$ cat config.mk
export PLATFORM = sky130hd
export DESIGN_NAME = serial_addsub
export DESIGN_NICKNAME = d
export VERILOG_FILES = /design/src/rtl/serial_addsub.sv
export SDC_FILE = /design/constraint.sdc
export NUM_CORES = 1
export LEC_CHECK = 0
export BUFFER_PORTS_ARGS = -buffer_cell sky130_fd_sc_hd__buf_2
export CORE_MARGIN = 2
export CORE_UTILIZATION = 23
export CTS_BUF_LIST = sky130_fd_sc_hd__clkbuf_4 sky130_fd_sc_hd__clkbuf_8 sky130_fd_sc_hd__clkbuf_16
export CTS_CLUSTER_SIZE = 8
export DETAILED_ROUTE_END_ITERATION = 7
export GPL_TIMING_DRIVEN = 0
export PLACE_DENSITY = 0.42
export SKIP_CTS_REPAIR_TIMING = 1
export SYNTH_ARGS = -nofsm -noshare
export SYNTH_HDL_FRONTEND = slang
export SYNTH_SLANG_ARGS = --single-unit
export TNS_END_PERCENT = 50
$ cat constraint.sdc
create_clock -name clk -period 8.04 [get_ports clk]
set_input_delay 0.804 -clock clk [delete_from_list [all_inputs] [get_ports clk]]
set_output_delay 0.804 -clock clk [all_outputs]
set_load 0.01 [all_outputs]
$ cat src/rtl/serial_addsub.sv
// -----------------------------------------------------------------------------
// serial_addsub
//
// Digit-serial adder/subtractor. A WIDTH-bit a+b or a-b is resolved DIGIT bits
// per clock, least-significant digit first, with the ripple carry held in a
// register between digit steps. One operation takes N = WIDTH/DIGIT RUN cycles.
//
// Parameters
//   WIDTH        operand/result width, must be an integer multiple of DIGIT
//   DIGIT        bits resolved per clock
//
// Ports
//   clk          clock, rising edge active
//   rst          asynchronous active-high reset
//   start        request, sampled only while busy=0
//   sub          0: a+b, 1: a-b, sampled with start
//   a, b         operands, sampled with start
//   busy         high while the digit steps are running (exactly N cycles)
//   done         one-cycle pulse, s/cout/ovf/zf were just updated
//   s            result
//   cout         carry out of the MSB (subtract: 1 = no borrow)
//   ovf          signed overflow
//   zf           s == 0
//   dbg_state_o  current FSM state, for debug and checker binding
//
// Handshake: the request is accepted on any rising edge where start=1 and the
// block is in IDLE or DONE (busy=0). A request presented while busy=1 is
// dropped without affecting the operation in flight. done is asserted for the
// single cycle following the last digit step; holding start high in that cycle
// starts the next operation back-to-back.
//
// Configuration macro: SERIAL_ADDSUB_SAT_EN
//   defined   -> on signed overflow s clamps to the signed limit
//   undefined -> s is the wrapped WIDTH-bit result, no clamp logic built
// -----------------------------------------------------------------------------

module serial_addsub #(
    parameter int WIDTH = 32,
    parameter int DIGIT = 4
) (
    input  logic             clk,
    input  logic             rst,
    input  logic             start,
    input  logic             sub,
    input  logic [WIDTH-1:0] a,
    input  logic [WIDTH-1:0] b,
    output logic             busy,
    output logic             done,
    output logic [WIDTH-1:0] s,
    output logic             cout,
    output logic             ovf,
    output logic             zf,
    output logic [1:0]       dbg_state_o
);

    // Number of digit steps and width of the step counter.
    localparam int N     = WIDTH / DIGIT;
    localparam int CNT_W = (N > 1) ? $clog2(N) : 1;

    localparam logic [CNT_W-1:0] CNT_LAST = CNT_W'(N - 1);
    localparam logic [CNT_W-1:0] CNT_ONE  = CNT_W'(1);

    localparam logic [1:0] ST_IDLE = 2'd0;
    localparam logic [1:0] ST_RUN  = 2'd1;
    localparam logic [1:0] ST_DONE = 2'd2;

    // -------------------------------------------------------------------------
    // State
    // -------------------------------------------------------------------------
    logic [1:0]       state_q, state_d;
    logic [WIDTH-1:0] opa_q,   opa_d;
    logic [WIDTH-1:0] opb_q,   opb_d;
    logic             carry_q, carry_d;
    logic [CNT_W-1:0] cnt_q,   cnt_d;
    logic [WIDTH-1:0] res_q,   res_d;
    logic [WIDTH-1:0] s_q,     s_d;
    logic             cout_q,  cout_d;
    logic             ovf_q,   ovf_d;
    logic             zf_q,    zf_d;

    // -------------------------------------------------------------------------
    // Digit adder: the low digit of each shifting operand plus the held carry.
    // -------------------------------------------------------------------------
    logic [DIGIT:0]   dsum;
    logic [DIGIT-1:0] dig;
    logic             dig_c;
    logic             c_into_msb;
    logic [WIDTH-1:0] dig_ext;
    logic [WIDTH-1:0] res_shift;
    logic             cnt_last;
    logic             ovf_next;
    logic [WIDTH-1:0] s_final;

    always_comb begin
        dsum  = {1'b0, opa_q[DIGIT-1:0]}
              + {1'b0, opb_q[DIGIT-1:0]}
              + {{DIGIT{1'b0}}, carry_q};
        dig   = dsum[DIGIT-1:0];
        dig_c = dsum[DIGIT];

        // Carry into the digit's top bit, recovered from its sum bit and the
        // two operand bits. Only meaningful on the last step, where that bit
        // is the word MSB.
        c_into_msb = dsum[DIGIT-1] ^ opa_q[DIGIT-1] ^ opb_q[DIGIT-1];

        // New digit enters at the top; earlier digits move down. Written with
        // shifts so DIGIT == WIDTH needs no zero-width slice.
        dig_ext   = WIDTH'(dig);
        res_shift = (res_q >> DIGIT) | (dig_ext << (WIDTH - DIGIT));

        cnt_last  = (cnt_q == CNT_LAST);
        ovf_next  = c_into_msb ^ dig_c;
    end

    // -------------------------------------------------------------------------
    // Result formatting on the final step.
    // -------------------------------------------------------------------------
`ifdef SERIAL_ADDSUB_SAT_EN
    // On the last step opa_q's low digit holds A's top digit, so
    // opa_q[DIGIT-1] is A's sign. An overflow always has the sign opposite to
    // the true result, whose sign matches A.
    always_comb begin
        s_final = res_shift;
        if (ovf_next) begin
            if (opa_q[DIGIT-1]) begin
                s_final = {1'b1, {(WIDTH-1){1'b0}}};
            end else begin
                s_final = {1'b0, {(WIDTH-1){1'b1}}};
            end
        end
    end
`else
    always_comb begin
        s_final = res_shift;
    end
`endif

    // -------------------------------------------------------------------------
    // FSM and datapath next state
    // -------------------------------------------------------------------------
    always_comb begin
        state_d = state_q;
        opa_d   = opa_q;
        opb_d   = opb_q;
        carry_d = carry_q;
        cnt_d   = cnt_q;
        res_d   = res_q;
        s_d     = s_q;
        cout_d  = cout_q;
        ovf_d   = ovf_q;
        zf_d    = zf_q;

        case (state_q)
            ST_IDLE, ST_DONE: begin
                if (start) begin
                    // Subtract is A + ~B + 1: invert B, seed the carry with 1.
                    opa_d   = a;
                    opb_d   = sub ? ~b : b;
                    carry_d = sub;
                    cnt_d   = '0;
                    res_d   = '0;
                    state_d = ST_RUN;
                end else begin
                    state_d = ST_IDLE;
                end
            end

            ST_RUN: begin
                opa_d   = opa_q >> DIGIT;
                opb_d   = opb_q >> DIGIT;
                res_d   = res_shift;
                carry_d = dig_c;
                cnt_d   = cnt_q + CNT_ONE;
                if (cnt_last) begin
                    s_d     = s_final;
                    cout_d  = dig_c;
                    ovf_d   = ovf_next;
                    zf_d    = (s_final == '0);
                    state_d = ST_DONE;
                end
            end

            default: begin
                state_d = ST_IDLE;
            end
        endcase
    end

    always_ff @(posedge clk or posedge rst) begin
        if (rst) begin
            state_q <= ST_IDLE;
            opa_q   <= '0;
            opb_q   <= '0;
            carry_q <= 1'b0;
            cnt_q   <= '0;
            res_q   <= '0;
            s_q     <= '0;
            cout_q  <= 1'b0;
            ovf_q   <= 1'b0;
            zf_q    <= 1'b0;
        end else begin
            state_q <= state_d;
            opa_q   <= opa_d;
            opb_q   <= opb_d;
            carry_q <= carry_d;
            cnt_q   <= cnt_d;
            res_q   <= res_d;
            s_q     <= s_d;
            cout_q  <= cout_d;
            ovf_q   <= ovf_d;
            zf_q    <= zf_d;
        end
    end

    // -------------------------------------------------------------------------
    // Outputs
    // -------------------------------------------------------------------------
    assign busy        = (state_q == ST_RUN);
    assign done        = (state_q == ST_DONE);
    assign s           = s_q;
    assign cout        = cout_q;
    assign ovf         = ovf_q;
    assign zf          = zf_q;
    assign dbg_state_o = state_q;

endmodule
---- Word-level counts from Yosys, hierarchy flattened ----
Index checks and enable logic that the tools add are counted.
word-level totals
  word-level logic and storage cells ...... 43
  bits in registers ....................... 137
  input port bits ......................... 68
cells by class
  bitwise logic cells ..................... 5
  reduce and logical (&&, ||, !) cells .... 6
  muxes and demuxes ....................... 14
  eq/ne operators ......................... 5
  $add $sub $neg .......................... 3
operators by type and width
  operator                                             number
  case mux 32 bit (2 select lines)                     3
  two-way mux 32 bit                                   4
  logical NOT 32 bit                                   1
  inverter 32 bit                                      1
  bitwise OR 28 x 32 -> 32 bit                         1
  case mux 3 bit (2 select lines)                      1
  adder 4 x 4 -> 5 bit                                 1
  adder 5 x 1 -> 5 bit                                 1
  case mux 2 bit (2 select lines)                      1
  AND reduction 2 bit                                  2
  adder 3 x 1 -> 3 bit, second input constant          1
  equality test 3 bit, second input constant           1
  two-way mux 3 bit                                    1
  bitwise XOR 1 bit                                    3
  equality test 2 x 1 -> 1 bit, second input constant  1
  equality test 2 bit, second input constant           1
  logical NOT 2 bit                                    1
  two-way mux 1 bit                                    2
  two-way mux 2 bit                                    1
  != test 2 x 1 -> 1 bit, second input constant        1
  != test 2 bit, second input constant                 1
  case mux 1 bit (2 select lines)                      1
  nonzero test 2 bit                                   1
  OR reduction 2 bit                                   1

---- Logic depth before layout (Yosys ltp) ----
Gate-level depths: netlist of the first run.
  depth in word-level cells ............... 5
  mapped depth ............................ 8
  gate-level depth less buffers ........... 8

---- Least setup slack after synthesis of the first run ----
Ideal clock, no wire load.
  kind .................................... flip-flop to output port
  start ................................... register state_q[1] (netlist: dbg_state_o[1])
  end ..................................... output busy
  setup slack ............................. 6.095 ns
  cell stages (with the launch flop) ...... 6
  arrival ................................. 1.141 ns
  required time ........................... 7.236 ns
  path buffers ............................ 3
  cells stage by stage .................... dfrtp_1 -> nand2b_1 -> buf_4 -> inv_4 -> buf_2 -> buf_2
between the ends
  cells in the longest elaborated chain, start to end .. 1
ends and longest elaborated chain
  item                          RTL line  RTL
  start, declared               70        logic [1:0] state_q, state_d;
  start signal, assigned        202       state_q <= state_d;
  equality test 2 x 1 -> 1 bit  218       assign busy = (state_q == ST_RUN);
  end, declared                 47        output logic busy,
Every way passes these cells.

---- Worst setup path in the final report of the first run ----
Ends and elaborated chain as after synthesis.

==> reports/metrics.yaml, run 1 <==
floorplanning:
  rows: 57
  dieArea_mm2: 0.0260
  ios: 107
  start_util_pct: 23.4
  die_h_um: 161
  fp.dieW_um: 161
  core_area_mm2: 0.0243
layout:
  diodes: 0
  nNetsFinal: 704
  drive_gt1_share_pct: 30.4
  mostFrequentLayoutCell: "dfrtp_1"
  final_cells: 966
  syn_to_final_growth_pct: 28.1
  design_area_mm2: 0.00728
  final_cell_mix: "133 x dfrtp_1, 124 x buf_2, 68 x nand2_1"
  fillers: 2543
yosys:
  muxShareOfSynthArea_pct: 5.81
  ys_types: 37
  yosys_register_bits: 133
  synthSimpleGateAreaFrac_pct: 10.4
  synth_edf_count: 0
  synth-adder-area-share_pct: 1.80
  synth-main-ff-cell: "dfrtp_1"
  synth_nets: 579
  synth-compound-area-share_pct: 14.4
  synth_top_area_share_pct: 58.5
  async_reset_ff_share_pct: 100
  synth_top_family_by_area: "compound AO/OA/AOI/OAI gates"
  synth_area_leaders: "dfrtp_1 59%, mux2_2 5.5%, a22o_1 4.9%"
  synth_xor_area_share_pct: 5.24
  yosysTopAreaCell: "dfrtp_1"
  seq_area_frac_synth_pct: 58.5
  syn_area_mm2: 0.00569
  syn_avg_cell_area_um2: 11.3
  synth_warnings: 0
  synth_cells: 504
clock_network:
  worstSkewPairLatency_ns: 0.43
  cts_tree: "done"
  clkTransAtPathRegs_ns: 0.06
  clock-sinks: 133
  htree_levels: 4
  cts_root_buffer: "clkbuf_16"
  numCtsBuffers: 17
  cts_max_path_buffers: 2
routing:
  routed_via_density: 4.42
  drc: 0
  drt_iter0_markers: 256
  drt-total-wl_um: 15400
  ant_nets: 0
  wire_per_inst_um: 16.0
  vias: 4271
  dr.pass1.iters: 4
flow_run:
  cap_viol_max_count: 0
power:
  p_seq_share_pct: 37.5
  internal_power_w: 0.00201
  p_switching_w: 0.00117
  power.clock.fraction_pct: 26.4
  ir_drop_v: 0.000135
  switching_share_pct: 36.8
  power_density_mw_per_mm2: 438
  pwr-share-comb_pct: 36.1
  p_leak_nw: 3.50
sta:
  worstMarginPinSlew_ns: 0.496
  rsz0062_at_grt: "false"
  finClkSkew_ns: 0.0169
  timing.hold.ws_ns: 0.399
  hold_viol: 0
  timing.final.crit_period_ns: 2.76
  finalCritPeriodShare_pct: 34.3
  setup_viol: 0
  tns_ns: 0
  slew_headroom_pct: 67.0
  drv_slew: 0
  fmax_mhz: 363
place:
  place_hpwl_um: 11100
  placed_cells: 934
  placed_area_mm2: 0.00665
  place_congestion: 0.754
  port_buffers: 105
global_routing:
  grt_pass1_wl_um: 24400
  overflow: 0
  grt_usage_pct: 12.2
  antenna_found_initial: 1
  first_global_vias: 4462
  grt_start_max_net_pins: 89
setup_path:
  required_ns: 7.24
  worstSetupPathType: "flop to primary output"
  cpMaxStageDelayCell: "dfrtp_1"
  crit_buf_inv: 5
  path_common_cell: "buf_2"
  slowest_delay_ns: 0.41
  setup.worst_path.start: "dbg_state_o[1]"
  cp.arrival_ns: 1.95
  cp_cell_sequence: "nand2b_1 -> buf_4 -> inv_4 -> buf_2 -> buf_2 -> buf_2"
  crit_path_start_kind: "flop"
  cp-end-kind: "primary output"
  r2r_start: "opb_q[0]"
  cp_top_family: "buffers and inverters"
  cp_max_fo: 10
hold_path:
  hold_path.class: "input pin to asynchronous set/reset pin"
status:
  status: "complete, no violations"
## final timing paths
check	end	slack [ns]	cells past startpoint
setup / recovery	busy	5.28	6
hold / removal	opb_q[21]	0.40	2
setup reg to reg	ovf	5.99	8
hold reg to reg	opa_q[12]	0.47	2
max in group asynchronous	cnt_q[1]	6.86	3
min in group clk	opa_q[12]	0.47	2
## power groups by stage
stage	Sequential, W	Combinational [W]	Clock [W]
4_1_cts	0.00120	0.00117	0.000865
2_1_floorplan	0.00118	0.000779	0
3_3_place_gp	0.00120	0.00114	0
6_report	0.00120	0.00115	0.000841
3_5_place_dp	0.00121	0.00117	0
5_1_grt	0.00124	0.00129	0.000890
## state kept, by name, summed over array words and instances (netlist names)
signal	flops
opa_q	32
opb_q	32
s	32
res_q	28
cnt_q	3
dbg_state_o	2
carry_q	1
cout	1
ovf	1
zf	1
## through the flow
stage | util, % | setup WS (ns) | total power (W)
after floorplan | - | 3.68 | 0.00196
after global placement | 27.2 | 2.03 | 0.00234
after detailed placement | 27.3 | 5.72 | 0.00237
after CTS | 29.9 | 5.25 | 0.00323
after global routing | 29.9 | 5.19 | 0.00342
final | 29.9 | 5.28 | 0.00319
## cell families after synthesis
logic type,count (synthesis)
mux,29
fa+ha+maj,7
simple gates,145
compound gates,113
buf+inv,43
flops,133
xor+xnor,34
## worst reg2reg max path, delay by kind of cell (launching register included)
kind                     cells  cell delay [ns]
AO/OA/AOI/OAI                4             0.85
adder cells (fa/ha/maj)      2             0.60
buffers and inverters        2             0.15
flip-flops                   1             0.36
## per-layer routing
layer  GRT usage [%]  up-vias  wire (um)
li1                -     2025          -
met1            15.7     2137       7050
met2            19.6       91       7360
met3            3.24       18        714
met4            5.11        0        295
met5               0        -          0
## synth_stat cells (2+ instances only)
library cell and n:
mux2_2 28, nor4_1 6, a22o_1 32, inv_1 6, nor2_1 59, xnor2_1 5
buf_4 3, o21ai_0 13, a21oi_1 3, buf_2 19, dfrtp_1 133, a21o_1 2
o22ai_1 28, a211oi_1 2, xor2_1 29, nand2b_1 2, fa_1 2, buf_6 2
nand4_1 2, nor2b_1 2, clkbuf_1 12, nand2_1 68, a22oi_1 28, ha_1 5
## final cells by class
type | instances | area [um2] | share of cell area, %
Clock buffer | 18 | 433 | 5.95
Clock inverter | 14 | 199 | 2.73
Sequential cell | 133 | 3330 | 45.7
Tap cell | 324 | 405 | 5.57
Buffer | 36 | 185 | 2.54
Multi-Input combinational cell | 328 | 2140 | 29.4
Timing Repair Buffer | 106 | 553 | 7.60
Inverter | 7 | 33.8 | 0.464
(Power assumes the default switching activity.)
==> run 2, diff against run 1 <==
- PLACE_DENSITY: 0.42 -> 0.43
- clock period: 8.04 -> 2.36 ns (I/O delays scaled with it)
==> run 2 against run 1 <==
Effect of this change:
- register-to-register slack got worse by 5.8 ns
- first-iteration DRC count down 31%
- utilization grew 0.088 points
- clock skew shrank 0.0066 ns
- via count decreased by 1.0%
- combinational power rose to 3.4 times the previous value
- routed wire length down 1.2%
- sequential cell count is the same
- power grew to 3.3 times the previous value
- final cell count grew 0.41%
- clock power rose to 3.1 times the previous value
==> reports/metrics.yaml, run 2 (same netlist as run 1, synthesis figures left out) <==
hold_path:
  min_from: "a[6]"
  whs_path_depth: 3
  hold_path.class: "input pin to flop"
  holdPathEnd: "opa_q[6]"
routing:
  drt_iter0_markers: 177  # -31%
  drt-total-wl_um: 15200  # -1.2%
  wire_per_inst_um: 15.7  # -1.6%
  ant_nets: 0  # unchanged
  drc: 0  # unchanged
  dr.pass1.iters: 4  # unchanged
  vias: 4228  # -1.0%
  routed_via_density: 4.36  # -1.4%
floorplanning:
  dieArea_mm2: 0.0260  # unchanged
  core_area_mm2: 0.0243  # unchanged
  start_util_pct: 23.4  # unchanged
  rows: 57  # unchanged
  ios: 107  # unchanged
  fp.dieW_um: 161  # unchanged
  die_h_um: 161  # unchanged
setup_path:
  cpMaxStageDelayCell: "dfrtp_1"
  ff2ff_path_depth: 8  # unchanged
  cp.arrival_ns: 1.90  # -0.05 ns
  worst-r2r-setup-slack_ns: 0.23  # -5.76 ns
  slowest_delay_ns: 0.40  # about the same
  rr_endpoint: "ovf"
  cp-end-kind: "primary output"
  required_ns: 2.12  # -5.12 ns
  path_common_cell: "buf_2"
  crit_path_start_kind: "flop"
  r2r_start: "opa_q[0]"
  cp_cell_sequence: "nand2b_1 -> buf_4 -> inv_4 -> buf_2 -> buf_2 -> buf_2"
  worstSetupPathType: "flop to primary output"
  cp_max_fo: 10  # unchanged
sta:
  hold_viol: 0  # unchanged
  fmax_mhz: 469
  finalCritPeriodShare_pct: 90.4
  slew_headroom_pct: 66.0  # -0.95 points
  drv_slew: 0  # unchanged
  rsz0062_at_grt: "false"
  worstMarginPinSlew_ns: 0.510  # +0.0142 ns
  timing.final.crit_period_ns: 2.13
  setup_viol: 0  # unchanged
  setup_slack_ns: 0.227  # -5.06 ns
  finClkSkew_ns: 0.0103  # -0.00659 ns
clock_network:
  htree_levels: 4  # unchanged
  clkTransAtPathRegs_ns: 0.06  # about the same
  worstSkewPairLatency_ns: 0.41  # -0.02 ns
  numCtsBuffers: 17  # unchanged
  clock-sinks: 133  # unchanged
  cts_max_path_buffers: 2  # unchanged
  cts_tree: "done"
  cts_root_buffer: "clkbuf_16"
layout:
  mostFrequentLayoutCell: "dfrtp_1"
  drive_gt1_share_pct: 30.5  # +0.17 points
  nNetsFinal: 708  # +0.57%
  final_cell_mix: "133 x dfrtp_1, 124 x buf_2, 68 x nand2_1"
  fillers: 2546  # +0.12%
  final-seq-area_mm2: 0.00333  # unchanged
  final_util_pct: 30.0  # +0.088 points
  multi_input_area_mm2: 0.00214  # unchanged
  design_area_mm2: 0.00730  # +0.29%
  final_cells: 970  # +0.41%
  syn_to_final_growth_pct: 28.4
power:
  p_leak_nw: 3.52  # +0.50%
  power_density_mw_per_mm2: 1450  # +230%
  ir_drop_v: 0.000404  # +200%
  finalPower_w: 0.0106  # +230%
place:
  port_buffers: 105  # unchanged
  placed_cells: 937  # +0.32%
  place_hpwl_um: 11300  # +1.9%
  placed_area_mm2: 0.00671  # +0.88%
  place_congestion: 0.768  # +1.8%
  place_ws_ns: 0.283  # -5.44 ns
global_routing:
  grt_start_max_net_pins: 39  # -56%
  antenna_found_initial: 1  # unchanged
  grt_pass1_wl_um: 24100  # -1.3%
  grt_usage_pct: 12.1  # -0.12 points
  overflow: 0  # unchanged
  first_global_vias: 4441  # -0.47%
flow_run:
  cap_viol_max_count: 0  # unchanged
status:
  status: "complete, no violations"
[run 2: area by class of cell]
cell class,count,area share (%)
Buffer,36,2.54
Multi-Input combinational cell,328,29.4
Timing Repair Buffer,110,8.53
Sequential cell,133,45.6
Inverter,7,0.446
Clock buffer,19,6.20
Clock inverter,12,1.76
Tap cell,324,5.55
Antenna cell,1,0.0343
[run 2: power by group]
group | internal (W) | switching, W
clock network | 0.00160 | 0.000989
logic | 0.00174 | 0.00218
registers | 0.00334 | 0.000741
[run 2: per-layer routing]
metal | share of wire, % | GRT usage, % | vias to the layer above
li1 | - | - | 2028
met1 | 47 | 15.8 | 2107
met2 | 48 | 19.3 | 80
met3 | 3.5 | 2.93 | 13
met4 | 1.6 | 4.99 | 0
met5 | 0 | 0 | -
[run 2: worst max path at each step]
stage / from / end / slack [ns] / cells after the start
final: dbg_state_o[1] / busy / 0.23 / 6
after global routing: opa_q[0] / ovf / 0.06 / 8
after CTS: dbg_state_o[1] / busy / 0.17 / 6
after detailed placement: opb_q[0] / ovf / 0.28 / 8
after global placement: rst / opa_q[13] / -0.44 / 2
after floorplan: rst / carry_q / 0.47 / 1
[run 2: critical path: cells and delay by family (launching register included)]
| kind | cells | cell delay (ns) |
|---|---|---|
| and+or+nand+nor | 1 | 0.15 |
| DFF | 1 | 0.40 |
| buffers and inverters | 5 | 0.93 |
[run 2: metrics by stage]
step | setup TNS, ns | hold WS (ns)
after floorplan | 0 | 0.364
after global placement | -57.46 | 0.460
after detailed placement | 0 | 0.161
after CTS | 0 | -0.287
after global routing | 0 | 0.0211
final | 0 | 0.0364
==> run 3, diff against run 2 <==
- ABC_AREA: default -> 1
- CORE_MARGIN: 2 -> default
==> run 3 against run 2 <==
Effect of this change:
- critical path depth grew 5
- register-to-register slack gained 0.11 ns
- final cell count grew 9.6%
- sequential share of layout area shrank 0.70 points
- global-route usage grew 1.8 points
- non-clock buffer count shrank 1
- cell area grew 1.6%
- sequential power shrank 6.1%
- worst setup slack gained 0.11 ns
- via count grew 7.9%
- sequential cell count is the same
==> reports/metrics.yaml, run 3 <==
layout:
  mostFrequentLayoutCell: "dfrtp_1"
  final_cell_mix: "133 x dfrtp_1, 127 x buf_2, 114 x nand2_1"
  final_cells: 1063  # +9.6%
  diodes: 0  # -1
  drive_gt1_share_pct: 24.2  # -6.3 points
  syn_to_final_growth_pct: 27.9
  nNetsFinal: 802  # +13%
  fillers: 2696  # +5.9%
  final_util_pct: 30.2  # +0.20 points
routing:
  ant_nets: 0  # unchanged
  vias: 4564  # +7.9%
  drt_iter0_markers: 223  # +26%
  routed_via_density: 4.29  # -1.5%
  wire_per_inst_um: 15.8  # +0.79%
  drc: 0  # unchanged
  drt-total-wl_um: 16800  # +10%
  dr.pass1.iters: 4  # unchanged
flow_run:
  cap_viol_max_count: 0  # unchanged
sta:
  slew_headroom_pct: 49.7  # -16 points
  setup_slack_ns: 0.338  # +0.111 ns
  worstMarginPinSlew_ns: 0.752  # +0.242 ns
  rsz0062_at_grt: "false"
  drv_slew: 0  # unchanged
  fmax_mhz: 495  # +5.5%
  finClkSkew_ns: 0.00809  # -0.00226 ns
  tns_ns: 0  # unchanged
  hold_viol: 0  # unchanged
  timing.final.crit_period_ns: 2.02  # -0.111 ns
  setup_viol: 0  # unchanged
  timing.hold.ws_ns: 0.0212  # -0.0152 ns
  finalCritPeriodShare_pct: 85.7  # -4.7 points
yosys:
  synth_edf_count: 0  # unchanged
  synth_cells: 599  # +19%
  synth_top_area_share_pct: 57.4  # -1.1 points
  ys_types: 24  # -35%
  synth_common_cells: "133 x dfrtp_1, 114 x nand2_1, 66 x inv_1"
  syn_avg_cell_area_um2: 9.68  # -14%
  yosysMostFrequentCell: "dfrtp_1"
  seq_area_frac_synth_pct: 57.4  # -1.1 points
  synth_area_leaders: "dfrtp_1 57%, nand2_1 7.4%, o22ai_1 5.6%"
  synth_warnings: 0  # unchanged
  synth-main-ff-cell: "dfrtp_1"
  yosys_register_bits: 133  # unchanged
  syn_area_mm2: 0.00580  # +2.0%
  synth_nets: 674  # +16%
  async_reset_ff_share_pct: 100  # unchanged
  yosysTopAreaCell: "dfrtp_1"
setup_path:
  cp_max_fo: 3  # -7
  worst-r2r-setup-slack_ns: 0.34  # +0.11 ns
  cp-end-kind: "flop"
  cp.arrival_ns: 2.39  # +0.49 ns
  r2r_start: "opa_q[0]"
  required_ns: 2.73  # +0.61 ns
  rr_endpoint: "zf"
  ff2ff_path_depth: 11  # +3
  crit_path_start_kind: "flop"
  worstSetupPathType: "flop to flop"
floorplanning:
  core_area_mm2: 0.0245  # +0.88%
  fp.dieW_um: 161  # -0.29%
  rows: 57  # unchanged
  start_util_pct: 23.6  # +0.25 points
  ios: 107  # unchanged
  dieArea_mm2: 0.0258  # -0.58%
  die_h_um: 161  # -0.29%
global_routing:
  use_met3_pct: 2.66  # -0.27 points
  grt_start_max_net_pins: 38  # -2.6%
  first_global_vias: 4717  # +6.2%
  grt_util_met1_pct: 19.6  # +3.8 points
  overflow: 0  # unchanged
  grt_usage_pct: 13.9  # +1.8 points
  antenna_found_initial: 0  # -1
  grt.busiest_layer: "met2"
  grt_util_met2_pct: 21.0  # +1.7 points
  grt_pass1_wl_um: 27200  # +13%
place:
  place_ws_ns: 0.299  # +0.0157 ns
  place_congestion: 0.740  # -3.5%
  placed_cells: 1031  # +10%
  place_hpwl_um: 12100  # +7.3%
  port_buffers: 105  # unchanged
clock_network:
  worstSkewPairLatency_ns: 0.43  # +0.02 ns
  numCtsBuffers: 17  # unchanged
  clock-sinks: 133  # unchanged
  cts_root_buffer: "clkbuf_16"
  clkTransAtPathRegs_ns: 0.06  # about the same
  htree_levels: 4  # unchanged
  cts_max_path_buffers: 2  # unchanged
  cts_tree: "done"
hold_path:
  hold_path.class: "input pin to flop"
  min_from: "a[15]"
  holdPathEnd: "opa_q[15]"
  whs_path_depth: 3  # unchanged
power:
  ir_drop_v: 0.000445  # +10%
  p_leak_nw: 3.57  # +1.5%
  power_density_mw_per_mm2: 1470  # +1.1%
status:
  status: "complete, no violations"
[run 3: cell families after synthesis]
family / count (synthesis) / share of synthesized area [%]
flip-flops: 133 / 57.4
adder cells (fa/ha/maj): 7 / 1.77
XOR/XNOR: 33 / 4.99
AND/OR/NAND/NOR: 183 / 12.4
buffers and inverters: 105 / 8.31
AO/OA/AOI/OAI: 138 / 15.1
[run 3: how the worst max path moves through the flow]
stage	start	to	slack, ns	cells past startpoint
floorplan	rst	carry_q	0.47	1
finish	opa_q[0]	zf	0.34	11
global route	opa_q[0]	zf	0.14	11
global placement	rst	opb_q[17]	-0.63	2
detailed placement	opa_q[0]	zf	0.30	11
CTS	opa_q[0]	zf	0.28	11
[run 3: stage by stage]
stage / power [W] / instance area [um2]
final: 0.0109 / 7420
after global routing: 0.0118 / 7420
after CTS: 0.0110 / 7410
after detailed placement: 0.00824 / 6790
after global placement: 0.00819 / 6730
after floorplan: 0.00672 / 5800
[run 3: critical path: stages, from the launching register on]
cell     delay (ns)
dfrtp_1        0.32
inv_1          0.08
fa_1           0.41
inv_1          0.11
fa_1           0.45
nor2_1         0.12
nand2_1        0.07
nor2_1         0.10
nand2_1        0.08
nor2_1         0.08
nand3_1        0.09
nand2_1        0.06
[run 3: layout make-up]
cell class	count	area, um2	area share, %
inverter	69	263	3.54
buffer	36	223	3.00
clock buffer	24	522	7.04
sequential	133	3330	44.9
multi-input combinational	361	1990	26.8
clock inverter	7	92.6	1.25
timing repair buffer	109	596	8.03
tap	324	405	5.47
[run 3: power by group]
part / internal (W) / switching [W]
sequential: 0.00332 / 0.000511
combinational: 0.00163 / 0.00267
clock: 0.00174 / 0.00101
total: 0.00669 / 0.00418
[run 3: metal layers]
layer  share of wire, %  wire [um]
met1                 50       8420
met2                 45       7550
met3                3.9        660
met4                1.1        190
met5                  0          0
